File: src/rtl/pc_unit_ras_if.sv
// Fetch-control bundle between the PC unit and its requesters: redirect requests,
// the current fetch address and return-address-stack status.
interface pc_unit_ras_if #(
  parameter int unsigned PC_WIDTH  = 16,
  parameter int unsigned RAS_DEPTH = 4
);
  localparam int unsigned CountWidth = $clog2(RAS_DEPTH) + 1;

  logic                  stall;
  logic                  pc_write;
  logic [PC_WIDTH-1:0]   pc_in;
  logic                  branch_taken;
  logic [PC_WIDTH-1:0]   branch_target;
  logic                  jump;
  logic                  call;
  logic                  ret;
  logic [PC_WIDTH-1:0]   jump_target;
  logic [PC_WIDTH-1:0]   pc_out;
  logic [CountWidth-1:0] ras_count;
  logic                  ras_full;
  logic                  ras_empty;
  logic                  ras_overflow;
  logic                  ras_underflow;
  logic                  misalign;

  modport master (
    output stall, pc_write, pc_in, branch_taken, branch_target, jump, call, ret, jump_target,
    input  pc_out, ras_count, ras_full, ras_empty, ras_overflow, ras_underflow, misalign
  );

  modport slave (
    input  stall, pc_write, pc_in, branch_taken, branch_target, jump, call, ret, jump_target,
    output pc_out, ras_count, ras_full, ras_empty, ras_overflow, ras_underflow, misalign
  );
endinterface

File: src/rtl/pc_unit_ras.sv
// Program-counter unit with a circular return-address stack for call/return.
// Define PC_ALIGN_CHECK_EN to force redirect targets onto PC_STEP alignment and flag misalign.
module pc_unit_ras #(
  parameter int unsigned         PC_WIDTH     = 16,
  parameter int unsigned         PC_STEP      = 2,
  parameter logic [PC_WIDTH-1:0] RESET_VECTOR = '0,
  parameter int unsigned         RAS_DEPTH    = 4
) (
  input logic           clk,
  input logic           rst_n,
  pc_unit_ras_if.slave  bus
);

  localparam int unsigned         PtrWidth   = $clog2(RAS_DEPTH);
  localparam int unsigned         CountWidth = PtrWidth + 1;
  localparam logic [PC_WIDTH-1:0] StepVal    = PC_WIDTH'(PC_STEP);
  localparam logic [PtrWidth-1:0] PtrLast    = PtrWidth'(RAS_DEPTH - 1);

  logic [PC_WIDTH-1:0]   pc_q, pc_d;
  logic [CountWidth-1:0] count_q, count_d;
  logic [PtrWidth-1:0]   ptr_q, ptr_d;
  logic                  overflow_q, overflow_d;
  logic                  underflow_q, underflow_d;
  logic [PC_WIDTH-1:0]   ras_q [RAS_DEPTH];

  logic [PC_WIDTH-1:0] pc_inc;
  logic [PtrWidth-1:0] ptr_inc, ptr_dec;
  logic [PC_WIDTH-1:0] ras_top;
  logic                full, empty;
  logic                push_en;
  logic                load_target;
  logic [PC_WIDTH-1:0] sel_target;
  logic [PC_WIDTH-1:0] aligned_target;

  assign pc_inc  = pc_q + StepVal;
  // ptr_q points at the next free slot; it wraps at RAS_DEPTH even when that is not a power of 2.
  assign ptr_inc = (ptr_q == PtrLast) ? '0 : ptr_q + PtrWidth'(1);
  assign ptr_dec = (ptr_q == '0) ? PtrLast : ptr_q - PtrWidth'(1);
  assign ras_top = ras_q[ptr_dec];
  assign full    = (count_q == CountWidth'(RAS_DEPTH));
  assign empty   = (count_q == '0);

  // Redirect target ranked below ret; call and jump share jump_target.
  always_comb begin
    sel_target  = '0;
    load_target = 1'b0;
    if (bus.call || bus.jump) begin
      sel_target  = bus.jump_target;
      load_target = 1'b1;
    end else if (bus.branch_taken) begin
      sel_target  = bus.branch_target;
      load_target = 1'b1;
    end else if (bus.pc_write) begin
      sel_target  = bus.pc_in;
      load_target = 1'b1;
    end
  end

`ifdef PC_ALIGN_CHECK_EN
  localparam logic [PC_WIDTH-1:0] AlignMask = PC_WIDTH'(PC_STEP - 1);

  logic misalign_q, misalign_d;

  assign aligned_target = sel_target & ~AlignMask;
  assign misalign_d     = !bus.stall && !bus.ret && load_target && |(sel_target & AlignMask);

  always_ff @(posedge clk or negedge rst_n) begin
    if (!rst_n) begin
      misalign_q <= 1'b0;
    end else begin
      misalign_q <= misalign_d;
    end
  end

  assign bus.misalign = misalign_q;
`else
  assign aligned_target = sel_target;
  assign bus.misalign   = 1'b0;
`endif

  always_comb begin
    pc_d        = pc_q;
    count_d     = count_q;
    ptr_d       = ptr_q;
    push_en     = 1'b0;
    overflow_d  = 1'b0;
    underflow_d = 1'b0;
    if (!bus.stall) begin
      if (bus.ret) begin
        if (empty) begin
          pc_d        = pc_inc;
          underflow_d = 1'b1;
        end else begin
          pc_d    = ras_top;
          ptr_d   = ptr_dec;
          count_d = count_q - CountWidth'(1);
        end
      end else if (bus.call) begin
        pc_d    = aligned_target;
        push_en = 1'b1;
        ptr_d   = ptr_inc;
        // When full, ptr_q already sits on the oldest entry, so the push overwrites it.
        if (full) begin
          overflow_d = 1'b1;
        end else begin
          count_d = count_q + CountWidth'(1);
        end
      end else if (load_target) begin
        pc_d = aligned_target;
      end else begin
        pc_d = pc_inc;
      end
    end
  end

  always_ff @(posedge clk or negedge rst_n) begin
    if (!rst_n) begin
      pc_q        <= RESET_VECTOR;
      count_q     <= '0;
      ptr_q       <= '0;
      overflow_q  <= 1'b0;
      underflow_q <= 1'b0;
    end else begin
      pc_q        <= pc_d;
      count_q     <= count_d;
      ptr_q       <= ptr_d;
      overflow_q  <= overflow_d;
      underflow_q <= underflow_d;
    end
  end

  // Stack contents need no reset; count_q alone defines which entries are valid.
  always_ff @(posedge clk) begin
    if (push_en) begin
      ras_q[ptr_q] <= pc_inc;
    end
  end

  assign bus.pc_out        = pc_q;
  assign bus.ras_count     = count_q;
  assign bus.ras_full      = full;
  assign bus.ras_empty     = empty;
  assign bus.ras_overflow  = overflow_q;
  assign bus.ras_underflow = underflow_q;

endmodule

File: src/flat_wrapper.sv
// flat-port wrapper written by rule: the top's interface ports become plain ports
module pc_unit_ras_flat 
#(
  parameter int unsigned         PC_WIDTH     = 16,
  parameter int unsigned         PC_STEP      = 2,
  parameter logic [PC_WIDTH-1:0] RESET_VECTOR = '0,
  parameter int unsigned         RAS_DEPTH    = 4
)
  (clk, rst_n, bus_stall, bus_pc_write, bus_pc_in, bus_branch_taken, bus_branch_target, bus_jump, bus_call, bus_ret, bus_jump_target, bus_pc_out, bus_ras_count, bus_ras_full, bus_ras_empty, bus_ras_overflow, bus_ras_underflow, bus_misalign);
  pc_unit_ras_if #(.PC_WIDTH(PC_WIDTH), .RAS_DEPTH(RAS_DEPTH)) bus_i ();
  input logic clk;
  input logic rst_n;
  input wire logic [$bits(bus_i.stall)-1:0] bus_stall;
  input wire logic [$bits(bus_i.pc_write)-1:0] bus_pc_write;
  input wire logic [$bits(bus_i.pc_in)-1:0] bus_pc_in;
  input wire logic [$bits(bus_i.branch_taken)-1:0] bus_branch_taken;
  input wire logic [$bits(bus_i.branch_target)-1:0] bus_branch_target;
  input wire logic [$bits(bus_i.jump)-1:0] bus_jump;
  input wire logic [$bits(bus_i.call)-1:0] bus_call;
  input wire logic [$bits(bus_i.ret)-1:0] bus_ret;
  input wire logic [$bits(bus_i.jump_target)-1:0] bus_jump_target;
  output wire logic [$bits(bus_i.pc_out)-1:0] bus_pc_out;
  output wire logic [$bits(bus_i.ras_count)-1:0] bus_ras_count;
  output wire logic [$bits(bus_i.ras_full)-1:0] bus_ras_full;
  output wire logic [$bits(bus_i.ras_empty)-1:0] bus_ras_empty;
  output wire logic [$bits(bus_i.ras_overflow)-1:0] bus_ras_overflow;
  output wire logic [$bits(bus_i.ras_underflow)-1:0] bus_ras_underflow;
  output wire logic [$bits(bus_i.misalign)-1:0] bus_misalign;
  assign bus_i.stall = bus_stall;
  assign bus_i.pc_write = bus_pc_write;
  assign bus_i.pc_in = bus_pc_in;
  assign bus_i.branch_taken = bus_branch_taken;
  assign bus_i.branch_target = bus_branch_target;
  assign bus_i.jump = bus_jump;
  assign bus_i.call = bus_call;
  assign bus_i.ret = bus_ret;
  assign bus_i.jump_target = bus_jump_target;
  assign bus_pc_out = bus_i.pc_out;
  assign bus_ras_count = bus_i.ras_count;
  assign bus_ras_full = bus_i.ras_full;
  assign bus_ras_empty = bus_i.ras_empty;
  assign bus_ras_overflow = bus_i.ras_overflow;
  assign bus_ras_underflow = bus_i.ras_underflow;
  assign bus_misalign = bus_i.misalign;
  pc_unit_ras #(.PC_WIDTH(PC_WIDTH), .PC_STEP(PC_STEP), .RESET_VECTOR(RESET_VECTOR), .RAS_DEPTH(RAS_DEPTH)) u_core (.clk(clk), .rst_n(rst_n), .bus(bus_i));
endmodule
File: config.mk
export PLATFORM = sky130hd
export DESIGN_NAME = pc_unit_ras_flat
export DESIGN_NICKNAME = d
export VERILOG_FILES = /design/src/rtl/pc_unit_ras_if.sv /design/src/rtl/pc_unit_ras.sv /design/src/flat_wrapper.sv
export SDC_FILE = /design/constraint.sdc
export NUM_CORES = 1
export LEC_CHECK = 0
export CAP_MARGIN = 20
export CORE_ASPECT_RATIO = 0.8
export CORE_UTILIZATION = 45
export CTS_CLUSTER_SIZE = 14
export DETAILED_ROUTE_END_ITERATION = 8
export GPL_ROUTABILITY_DRIVEN = 1
export PLACE_DENSITY = 0.71
export SLEW_MARGIN = 10
export SYNTH_ARGS = -nofsm -noshare
export SYNTH_HDL_FRONTEND = slang
export SYNTH_SLANG_ARGS = --single-unit
File: constraint.sdc
create_clock -name clk -period 2.6 [get_ports clk]
set_input_delay 0.26 -clock clk [delete_from_list [all_inputs] [get_ports clk]]
set_output_delay 0.26 -clock clk [all_outputs]
set_load 0.02 [all_outputs]
==> out/metrics.cfg <==
[timing]
hold_viol=0
hold_slack_ns=0.3011
fmax_ghz=0.4251
worstMarginPinSlew_ns=0.5077
rsz0062_at_grt=no
drv_slew=0
relSlewSlack_pct=66.16
period_minus_slack_ns=2.353
clock_skew_ns=0.006380
setup_viol=0
fin_crit_sh_pct=90.48
fin_tns_setup_ns=0

[drt]
dr_wl_met3_microns=929
wire_per_inst_microns=21.31
drt_iter0_drc=307
vias=3445
postRouteAntennaNets=0
topRoutingLayerUsed=met4
routed_wirelength_microns=12420
wl_met1_microns=5222
drtPass1Iterations=6
drc=0
wl_met2_microns=5947
vias_per_cell=5.909

[die]
coreArea_sq_um=9689
fp.dieW_microns=113.8
initial_core_util_pct=46.45
ios=80
die_h_microns=91.45
fp-row-count=32
dieArea_sq_um=10410

[placement]
dp.cells=567
place.port_buffers=78
post-dp-hpwl_microns=8840
gp_congestion=0.8428

[flow_run]
maxCapViolations=0

[power]
power_density_nw_per_um2=972.3
vdd_drop_max_mv=0.5081
seq_power_share_pct=37.8
p_total_mw=5.648
p_int_mw=3.673
switching_power_mw=1.975
p_clk_share_pct=23.9
power_frac_comb_pct=38.4
netSwitchingFraction_pct=34.97
p_leak_nw=2.103

[clocking]
cts.sink_count=87
clk_latency_ns=0.34
clk_pin_slew_ns=0.07
cts_tree=done
ctsRootBufferMaster=clkbuf_16
h-tree-depth=3
cts_inserted_buffers=9
clockBufferDepth=2

[yosys]
ys_seq_elements=87
syn_area_per_cell_sq_um=12.97
syn_inst=347
synthDistinctLibCells=62
yosys_warnings=0
ys_top_cells_by_count=edfxtp_1, nor2_1, dfrtp_1, o21ai_0, a21oi_1
ys_async_sr_fraction_pct=26.44
synth_edf_count=64
synth.most_common_cell=edfxtp_1
yosysTopAreaCell=edfxtp_1
synth_ff_type=edfxtp_1
synth_area_leaders=edfxtp_1, dfrtp_1, mux4_1, nor2_1, o21ai_0
syn-num-nets=409
synth_top_area_share_pct=42.70
yosysSeqAreaShare_pct=55.49
netlist_area_sq_um=4501

[critical_path]
crit_path_start=u_core.ptr_q[0]
timing.rr.start=u_core.ptr_q[0]
worstRegToRegCells=8
r2r-end=u_core.bus.pc_out[10]
worstPathMaxFanout=8
start_kind=flop
criticalPathCategory=flop to flop
end_kind=flop
worst_ep_required_time_ns=2.83
crit_path_end=u_core.bus.pc_out[10]
critPathArrivalTime_ns=2.58
rrSetupSlack_ns=0.25

[global_routing]
antenna_found_initial=0
grt_overflow=0
grt_max_degree=24
grt_use_total_pct=25.64
grt_pass1_wl_microns=19460
grt_pass1_vias=3501

[layout]
syn_to_final_growth_pct=29.08
final_core_util_pct=59.96
fin_cells=583
n_antenna_cell=0
fillers=788
drive_gt1_share_pct=14.32
finalNetCount=504

[hold_path]
hold_class=input pin to asynchronous set/reset pin

[status]
status=completed

==> kinds of logic after synthesis <==
kind of cell | count (synthesis) | share of synthesized area (%)
simple gates | 103 | 13.15
flops | 87 | 55.49
compound gates | 81 | 12.09
buf+inv | 36 | 4.976
mux | 17 | 9.258
xor+xnor | 16 | 3.114
fa+ha+maj | 6 | 1.835
other cells | 1 | 0.08332
==> placed cells by master (no fill, tap or decap), types with 9 or more instances in the layout <==
cell,count
edfxtp_1,64
nor2_1,27
nand2_1,12
dfrtp_1,22
a21oi_1,18
mux4_1,12
clkdlybuf4s50_1,78
nand3_1,10
clkbuf_16,9
buf_4,28
inv_1,13
o21ai_0,20
==> state kept, by name, indices dropped and copies added, names as in the netlist <==
signal / cells
u_core.ptr_q: 2
u_core.ras_q: 64
u_core.bus.ras_underflow: 1
u_core.bus.pc_out: 16
u_core.bus.ras_count: 3
u_core.bus.ras_overflow: 1
==> critical path, stage by stage (launching register included) <==
cell,delay (ns)
dfrtp_2,0.44
inv_1,0.09
ha_1,0.26
nor2b_4,0.25
buf_4,0.21
mux4_1,0.56
a21oi_1,0.17
o22ai_1,0.10
a21o_1,0.16
==> repair_timing <==
| action | in CTS | in global routing |
|---|---|---|
| setup endpoints to repair | 0 | 1 |
| buffers inserted | 0 | 0 |
| hold buffers | 0 | 0 |
| resized for setup | 0 | 1 |
==> metrics by stage <==
| stage | cell area (sq um) | setup WS [ns] |
|---|---|---|
| floorplan | 4501 | 0.4934 |
| global placement | 5490 | 0.3124 |
| detailed placement | 5490 | 0.2170 |
| CTS | 5808 | 0.1685 |
| global route | 5809 | 0.06723 |
| finish | 5809 | 0.2475 |
==> how the worst min path moves through the flow <==
| stage | from | endpoint | depth (start not counted) |
|---|---|---|---|
| floorplan | rst_n | u_core.bus.pc_out[0] | 0 |
| global placement | u_core.bus.pc_out[0] | u_core.ras_q[3][0] | 0 |
| detailed placement | u_core.bus.pc_out[0] | u_core.ras_q[1][0] | 0 |
| CTS | rst_n | u_core.bus.ras_count[0] | 2 |
| global route | rst_n | u_core.bus.pc_out[4] | 2 |
| finish | rst_n | u_core.bus.pc_out[4] | 2 |
==> routing by layer <==
metal / GRT usage (%) / up-vias
li1: - / 1542
met1: 34.46 / 1697
met2: 41.57 / 173
met3: 3.939 / 33
met4: 10.82 / 0
met5: 0 / -
==> area by class of cell <==
| cell class | instances | area [sq um] | area share [%] |
|---|---|---|---|
| tap | 136 | 170.2 | 2.929 |
| clock inverter | 7 | 92.59 | 1.594 |
| timing repair buffer | 106 | 991.0 | 17.06 |
| multi-input combinational | 224 | 1779 | 30.63 |
| sequential | 87 | 2499 | 43.01 |
| inverter | 14 | 52.55 | 0.9046 |
| clock buffer | 9 | 225.2 | 3.877 |
==> power by group through the flow <==
stage                     Combinational (mW)  Sequential (mW)  Clock [mW]
after global routing                    2.35             2.17        1.42
after CTS                               2.17             2.13        1.36
after global placement                  2.11             2.14           0
after detailed placement                2.16             2.15           0
after floorplan                         1.31             2.23           0
final                                   2.17             2.13        1.35
No activity file was read; power rests on OpenSTA's default activity.
